--- config.mk ---
export PLATFORM = sky130hd
export DESIGN_NAME = wishbone_spi_slave_flat
export DESIGN_NICKNAME = d
export VERILOG_FILES = /design/src/rtl/wishbone_spi_slave_if.sv /design/src/rtl/wishbone_spi_slave.sv /design/src/flat_wrapper.sv
export SDC_FILE = /design/constraint.sdc
export NUM_CORES = 1
export LEC_CHECK = 0
export ABC_AREA = 1
export CAP_MARGIN = 10
export CORE_UTILIZATION = 42
export CTS_CLUSTER_SIZE = 14
export DETAILED_ROUTE_END_ITERATION = 12
export PLACE_DENSITY = 0.75
export SLEW_MARGIN = 20
export SYNTH_ARGS = -nofsm -noshare
export SYNTH_HDL_FRONTEND = slang
export SYNTH_SLANG_ARGS = --single-unit
--- constraint.sdc ---
create_clock -name clk_in -period 6.55 [get_ports clk_in]
set_clock_uncertainty 0.05 [all_clocks]
set_input_delay 0.9825 -clock clk_in [delete_from_list [all_inputs] [get_ports clk_in]]
set_output_delay 0.9825 -clock clk_in [all_outputs]
set_load 0.02 [all_outputs]
--- src/rtl/wishbone_spi_slave_if.sv ---
// Wishbone classic bus bundle between a bus master and the SPI slave register block.
// Signal suffixes are from the slave's point of view.
interface wishbone_spi_slave_if;
    logic [4:0]  adr_i;
    logic [31:0] dat_i;
    logic [3:0]  sel_i;
    logic        we_i;
    logic        cyc_i;
    logic        stb_i;
    logic [31:0] dat_o;
    logic        ack_o;
    logic        err_o;

    modport master (
        output adr_i, dat_i, sel_i, we_i, cyc_i, stb_i,
        input  dat_o, ack_o, err_o
    );

    modport slave (
        input  adr_i, dat_i, sel_i, we_i, cyc_i, stb_i,
        output dat_o, ack_o, err_o
    );
endinterface

--- src/rtl/wishbone_spi_slave.sv ---
// Wishbone register front-end for an SPI master core: TX/RX data, CTRL, DIVIDER and SS registers,
// single-cycle registered ack/err termination and a transfer-complete interrupt.
module wishbone_spi_slave (
    input  logic                 clk_in,
    input  logic                 rst_in,
    wishbone_spi_slave_if.slave  wb,
    input  logic [127:0]         rx_data_i,
    input  logic                 xfer_done_i,
    output logic [127:0]         tx_data_o,
    output logic [13:0]          ctrl_o,
    output logic [15:0]          divider_o,
    output logic [7:0]           ss_o,
    output logic                 int_o
);
    localparam logic [13:0] CTRL_WMASK = 14'h3F7F;
    localparam int          GO_BIT     = 8;
    localparam int          IE_BIT     = 12;

    logic [127:0] tx_q, tx_d;
    logic [13:0]  ctrl_q, ctrl_d;
    logic [15:0]  div_q, div_d;
    logic [7:0]   ss_q, ss_d;
    logic [31:0]  dat_q, dat_d;
    logic         ack_q, ack_d;
    logic         err_q, err_d;
    logic         int_q, int_d;

    logic         req;
    logic         wr_en;
    logic [2:0]   word;
    logic [31:0]  lane_mask;
    logic [31:0]  rd_data;
    logic [31:0]  old_word;
    logic [31:0]  merged;
    logic         unused_adr_bits;

    assign unused_adr_bits = ^wb.adr_i[1:0];

    // Address decode and byte-lane merge; a request is only seen while no termination is showing,
    // which is what spaces back-to-back strobes to every second cycle.
    always_comb begin
        word      = wb.adr_i[4:2];
        req       = wb.cyc_i & wb.stb_i & ~ack_q & ~err_q;
        wr_en     = req & wb.we_i & (word != 3'd7) & ~ctrl_q[GO_BIT];
        lane_mask = {{8{wb.sel_i[3]}}, {8{wb.sel_i[2]}}, {8{wb.sel_i[1]}}, {8{wb.sel_i[0]}}};
        rd_data   = '0;
        old_word  = '0;
        case (word)
            3'd0, 3'd1, 3'd2, 3'd3: begin
                rd_data  = rx_data_i[{word[1:0], 5'd0} +: 32];
                old_word = tx_q[{word[1:0], 5'd0} +: 32];
            end
            3'd4: begin
                rd_data  = {18'd0, ctrl_q};
                old_word = {18'd0, ctrl_q};
            end
            3'd5: begin
                rd_data  = {16'd0, div_q};
                old_word = {16'd0, div_q};
            end
            3'd6: begin
                rd_data  = {24'd0, ss_q};
                old_word = {24'd0, ss_q};
            end
            default: begin
                rd_data  = '0;
                old_word = '0;
            end
        endcase
        merged = (old_word & ~lane_mask) | (wb.dat_i & lane_mask);
    end

    always_comb begin
        tx_d   = tx_q;
        ctrl_d = ctrl_q;
        div_d  = div_q;
        ss_d   = ss_q;
        dat_d  = dat_q;
        ack_d  = 1'b0;
        err_d  = 1'b0;
        int_d  = int_q;

        if (req) begin
            if (word == 3'd7) begin
                err_d = 1'b1;
                dat_d = '0;
            end else begin
                ack_d = 1'b1;
                dat_d = rd_data;
            end
        end

        if (wr_en) begin
            case (word)
                3'd0, 3'd1, 3'd2, 3'd3: tx_d[{word[1:0], 5'd0} +: 32] = merged;
                3'd4:                   ctrl_d = merged[13:0] & CTRL_WMASK;
                3'd5:                   div_d  = merged[15:0];
                3'd6:                   ss_d   = merged[7:0];
                default:                ;
            endcase
        end

        // Completion beats a simultaneous GO write; an interrupt set beats the ack-driven clear.
        if (xfer_done_i) begin
            ctrl_d[GO_BIT] = 1'b0;
        end
        if (ack_q) begin
            int_d = 1'b0;
        end
        if (xfer_done_i && ctrl_q[IE_BIT]) begin
            int_d = 1'b1;
        end
    end

    always_ff @(posedge clk_in or posedge rst_in) begin
        if (rst_in) begin
            tx_q   <= '0;
            ctrl_q <= '0;
            div_q  <= 16'hFFFF;
            ss_q   <= '0;
            dat_q  <= '0;
            ack_q  <= 1'b0;
            err_q  <= 1'b0;
            int_q  <= 1'b0;
        end else begin
            tx_q   <= tx_d;
            ctrl_q <= ctrl_d;
            div_q  <= div_d;
            ss_q   <= ss_d;
            dat_q  <= dat_d;
            ack_q  <= ack_d;
            err_q  <= err_d;
            int_q  <= int_d;
        end
    end

    assign wb.dat_o  = dat_q;
    assign wb.ack_o  = ack_q;
    assign wb.err_o  = err_q;
    assign tx_data_o = tx_q;
    assign ctrl_o    = ctrl_q;
    assign divider_o = div_q;
    assign ss_o      = ss_q;
    assign int_o     = int_q;
endmodule
--- src/flat_wrapper.sv ---
// flat-port wrapper written by rule: the top's interface ports become plain ports
module wishbone_spi_slave_flat 
  (clk_in, rst_in, rx_data_i, xfer_done_i, tx_data_o, ctrl_o, divider_o, ss_o, int_o, wb_adr_i, wb_dat_i, wb_sel_i, wb_we_i, wb_cyc_i, wb_stb_i, wb_dat_o, wb_ack_o, wb_err_o);
  wishbone_spi_slave_if wb_i ();
  input  logic clk_in;
  input  logic rst_in;
  input  logic [127:0] rx_data_i;
  input  logic xfer_done_i;
  output logic [127:0] tx_data_o;
  output logic [13:0] ctrl_o;
  output logic [15:0] divider_o;
  output logic [7:0] ss_o;
  output logic int_o;
  input wire logic [$bits(wb_i.adr_i)-1:0] wb_adr_i;
  input wire logic [$bits(wb_i.dat_i)-1:0] wb_dat_i;
  input wire logic [$bits(wb_i.sel_i)-1:0] wb_sel_i;
  input wire logic [$bits(wb_i.we_i)-1:0] wb_we_i;
  input wire logic [$bits(wb_i.cyc_i)-1:0] wb_cyc_i;
  input wire logic [$bits(wb_i.stb_i)-1:0] wb_stb_i;
  output wire logic [$bits(wb_i.dat_o)-1:0] wb_dat_o;
  output wire logic [$bits(wb_i.ack_o)-1:0] wb_ack_o;
  output wire logic [$bits(wb_i.err_o)-1:0] wb_err_o;
  assign wb_i.adr_i = wb_adr_i;
  assign wb_i.dat_i = wb_dat_i;
  assign wb_i.sel_i = wb_sel_i;
  assign wb_i.we_i = wb_we_i;
  assign wb_i.cyc_i = wb_cyc_i;
  assign wb_i.stb_i = wb_stb_i;
  assign wb_dat_o = wb_i.dat_o;
  assign wb_ack_o = wb_i.ack_o;
  assign wb_err_o = wb_i.err_o;
  wishbone_spi_slave u_core (.clk_in(clk_in), .rst_in(rst_in), .wb(wb_i), .rx_data_i(rx_data_i), .xfer_done_i(xfer_done_i), .tx_data_o(tx_data_o), .ctrl_o(ctrl_o), .divider_o(divider_o), .ss_o(ss_o), .int_o(int_o));
endmodule
==> run summary <==
Pwr
- 3.33 mW — post-route total power
- 0.164 mV — maximum vdd ir drop
- 7.19 nW — leakage power
- 2.24 mW — Internal Power
- 0.262 — combinational share of power
- 0.326 — switch share
- 1.09 mW — NetSw
- 0.306 — Clk pwr share
- 0.432 — Flop pwr share
- 216 nW/um^2 — power density of the placed cells

STA
- 434 ps — Fin Hold WS
- 4750 ps — crit path time final
- 0 — Final setup violation count
- 0 — final max-slew violation count
- 0.257 — Max transition margin
- 0 ps — total negative setup slack
- 211 MHz — maximum clock frequency
- false — setup repair after global routing missed its margin
- 0.724 — final critical-path share of the clock period
- 1110 ps — Tightest Pin Transition
- 1800 ps — final worst-path setup slack
- 0 — number of hold violations in the final report

Synth
- 0 — mux contribution to synthesized area
- 0.133 — complex-gate fraction of the synthesized area
- 0 — number of enable flip-flop cells after synthesis
- 1.00 — share of flip-flops with an asynchronous set or reset
- 1527 — Syn Inst Count
- dfrtp_1 — Most used DFF post-synth
- dfrtp_1 — library cell with the largest summed area after synthesis
- 0.415 — Yosys top cell area share
- 0.326 — simple-gate share of the synthesized area
- 0.453 — fraction of the yosys area taken by sequential cells
- 200 — FF+latch count, synth
- 0.00452 — synthesized-area fraction occupied by adder cells
- 7.26 um^2 — average instance area after synthesis
- 0 — number of warnings issued by yosys
- 1706 — Syn Nets
- 11100 um^2 — cell area after synthesis
- simple AND/OR/NAND/NOR gates — combinational family with the most area after synthesis
- dfrtp_1 42%, nand2_1 21%, nand3_1 6.4% — largest cells by area after synthesis
- 37 — Yosys cell types
- 0 — XOR/XNOR share of the synthesized area

Route
- 18.8 um — Avg WL per Cell
- 5.42 — drt via density
- 11800 — DR vias
- 990 — 1st-iter DRT viols
- 0 — Final ANT Viol Nets
- 0 — number of design rule violations left after detail routing
- 40.8 mm — Total Routed Length
- 8 — Pre-antenna DRT Iters

Cells and area
- 0.0576 — fraction of final layout cells with drive strength greater than 1
- 38.7% — relative area change from synthesis to final layout
- 2375 — number of fill cells
- 2005 — NumNets Final

Clocking
- 0 — hold buffer count at CTS
- 2 — buffer depth of the longest clock path
- 0 — cells resized by post-CTS repair
- yes — clock tree from TritonCTS
- 200 — clock tree sinks
- 440 ps — clock network latency to the later pin of the worst-skew pair
- 0 — Post CTS Setup Buffer Count
- 4 — H-tree level count
- 70 ps — register clock-pin slew on the reported worst setup and hold paths
- 17 — clock buffers created by TritonCTS
- clkbuf_16 — clock root cell

Critical path
- simple AND/OR/NAND/NOR gates — family with the most delay on the worst path
- 11 — count of cell instances traversed by the critical path
- u_core.tx_data_o[32]$_DFFE_PP0P_ — crit path to
- 3540 ps — Worst R2R Setup Slack
- input port — Critical Path Start Type
- 6820 ps — required time reported for the critical path endpoint
- wb_adr_i[2] — startpoint of the most critical setup path
- 4 — CP bufs+invs
- in2reg — Setup CP Type
- flop — critical path endpoint category
- u_core.tx_data_o[32]$_DFFE_PP0P_ — endpoint of the worst-slack reg-to-reg timing path
- nand3_2 — cell with the biggest individual delay on the critical path
- buf_4 > inv_4 > ha_1 > nor2_1 > nand2_1 > nand2_2 > inv_4 > nand3_2 > nand2_1 > inv_1 > o21bai_1 — critical-path cell list
- 7 — number of cells traversed by the worst register-to-register path
- 940 ps — slowest stage delay, CP
- 70 — critical path peak fanout
- 5010 ps — Worst EP arrival
- u_core.wb.ack_o$_DFF_PP0_ — startpoint of the most critical register-to-register path

GRT
- 0 — Remaining Overflow, GRT
- 101 — pin count of the biggest net entering global routing
- 60.3 mm — global-route wire length before repair
- 2 — antenna violations before repair
- 0.295 — overall routing resource usage
- 10700 — vias in the first global route

Flow run
- 0 — count of max-cap constraint violations

Hold path
- 2 — Worst Hold Path Cells
- u_core.wb.dat_o[15]$_DFFE_PP0P_ — HP Start
- reg2reg — type of the most critical hold path

Die
- 59 — row cnt
- 0.427 — initial standard-cell utilization of the core
- 164 um — Die W
- 26000 um^2 — Placeable Area
- 376 — number of primary I/O pins
- 27000 um^2 — die area
- 164 um — Die H

Outcome
- completed — run status

Placed design
- 1390 ps — Setup WS pre-CTS
- 0.909 — GP Congestion
- 27.4 mm — final HPWL from detailed placement
- 372 — # port buffers

-- worst min-delay path: cells and delay by family (launching register included) --
kind | cells | cell delay (ps)
flops | 1 | 350
simple gates | 2 | 100
-- how the worst min path moves through the flow --
stage | to | slack (ps)
floorplan | u_core.divider_o[2]$_DFFE_PP1P_ | 460
global placement | u_core.wb.dat_o[10]$_DFFE_PP0P_ | 410
detailed placement | u_core.wb.dat_o[15]$_DFFE_PP0P_ | 410
CTS | u_core.wb.dat_o[15]$_DFFE_PP0P_ | 430
global route | u_core.wb.dat_o[4]$_DFFE_PP0P_ | 450
finish | u_core.wb.dat_o[15]$_DFFE_PP0P_ | 430
-- cell type report --
cell class	count	area [um^2]	area share
Multi-Input combinational cell	1111	5150	0.335
Sequential cell	200	5020	0.327
Inverter	115	444	0.0289
Timing Repair Buffer	381	3780	0.246
Tap cell	335	419	0.0273
Antenna cell	1	2.50	0.000163
Clock buffer	19	433	0.0282
Clock inverter	13	116	0.00757
-- per-layer routing --
layer  vias to the layer above  share of wire  track usage
li1                       5528              -            -
met1                      5609           0.40        0.379
met2                       585           0.48        0.486
met3                        72          0.092       0.0688
met4                         2          0.029        0.108
met5                         -        0.00029            0
-- sequential cells by signal, summed over array words and instances, names as in the netlist --
signal and cells:
u_core.wb.err_o 1, u_core.divider_o 16, u_core.ctrl_o 13, u_core.int_o 1
u_core.wb.ack_o 1, u_core.wb.dat_o 32, u_core.ss_o 8, u_core.tx_data_o 128
-- cell usage in the layout, fill, tap and decap left out, types with 3 or more instances in the layout --
cell	n
a21oi_1	17
a31o_2	14
a32o_1	16
buf_4	10
clkbuf_16	17
clkdlybuf4s50_1	370
clkinvlp_4	3
dfrtp_1	184
dfstp_2	16
ha_1	4
inv_1	108
inv_2	3
inv_6	5
nand2_1	634
nand3_1	142
nand4_1	17
nand4_4	3
nor2_1	38
o21ai_0	117
o21ai_1	32
o21bai_1	32
o22ai_1	16
or2_2	16
-- stage by stage --
step,utilization,area (um^2),cells
after floorplan,-,11100,1527
after global placement,0.570,14800,2142
after detailed placement,0.570,14800,2142
after CTS,0.591,15400,2174
after global routing,0.591,15400,2174
final,0.591,15400,2175
-- logic make-up (layout without fill, tap and decap cells) --
family | after synthesis | in the layout
and+or+nand+nor | 861 | 861
AOI/OAI and AO/OA | 245 | 245
other | 1 | 2
adders and majority gates | 4 | 4
buffers and inverters | 216 | 528
DFF | 200 | 200
-- synthesized netlist by cell type, types with 6 or more instances --
cell,instances
a21oi_1,17
a31o_2,14
a32o_1,16
buf_1,6
buf_2,44
clkbuf_1,42
dfrtp_1,184
dfstp_2,16
inv_1,109
nand2_1,634
nand3_1,142
nand4_1,17
nor2_1,38
o21ai_0,117
o21ai_1,32
o21bai_1,32
o22ai_1,16
or2_2,16
-- power by group through the flow --
| stage | sequential, mW | combinational, mW | clock [mW] |
|---|---|---|---|
| finish | 1.44 | 0.872 | 1.02 |
| global route | 1.45 | 0.939 | 1.09 |
| CTS | 1.43 | 0.875 | 1.03 |
| detailed placement | 1.46 | 0.870 | 0 |
| global placement | 1.45 | 0.860 | 0 |
| floorplan | 1.57 | 0.315 | 0 |
No activity file was read; power rests on OpenSTA's default activity.
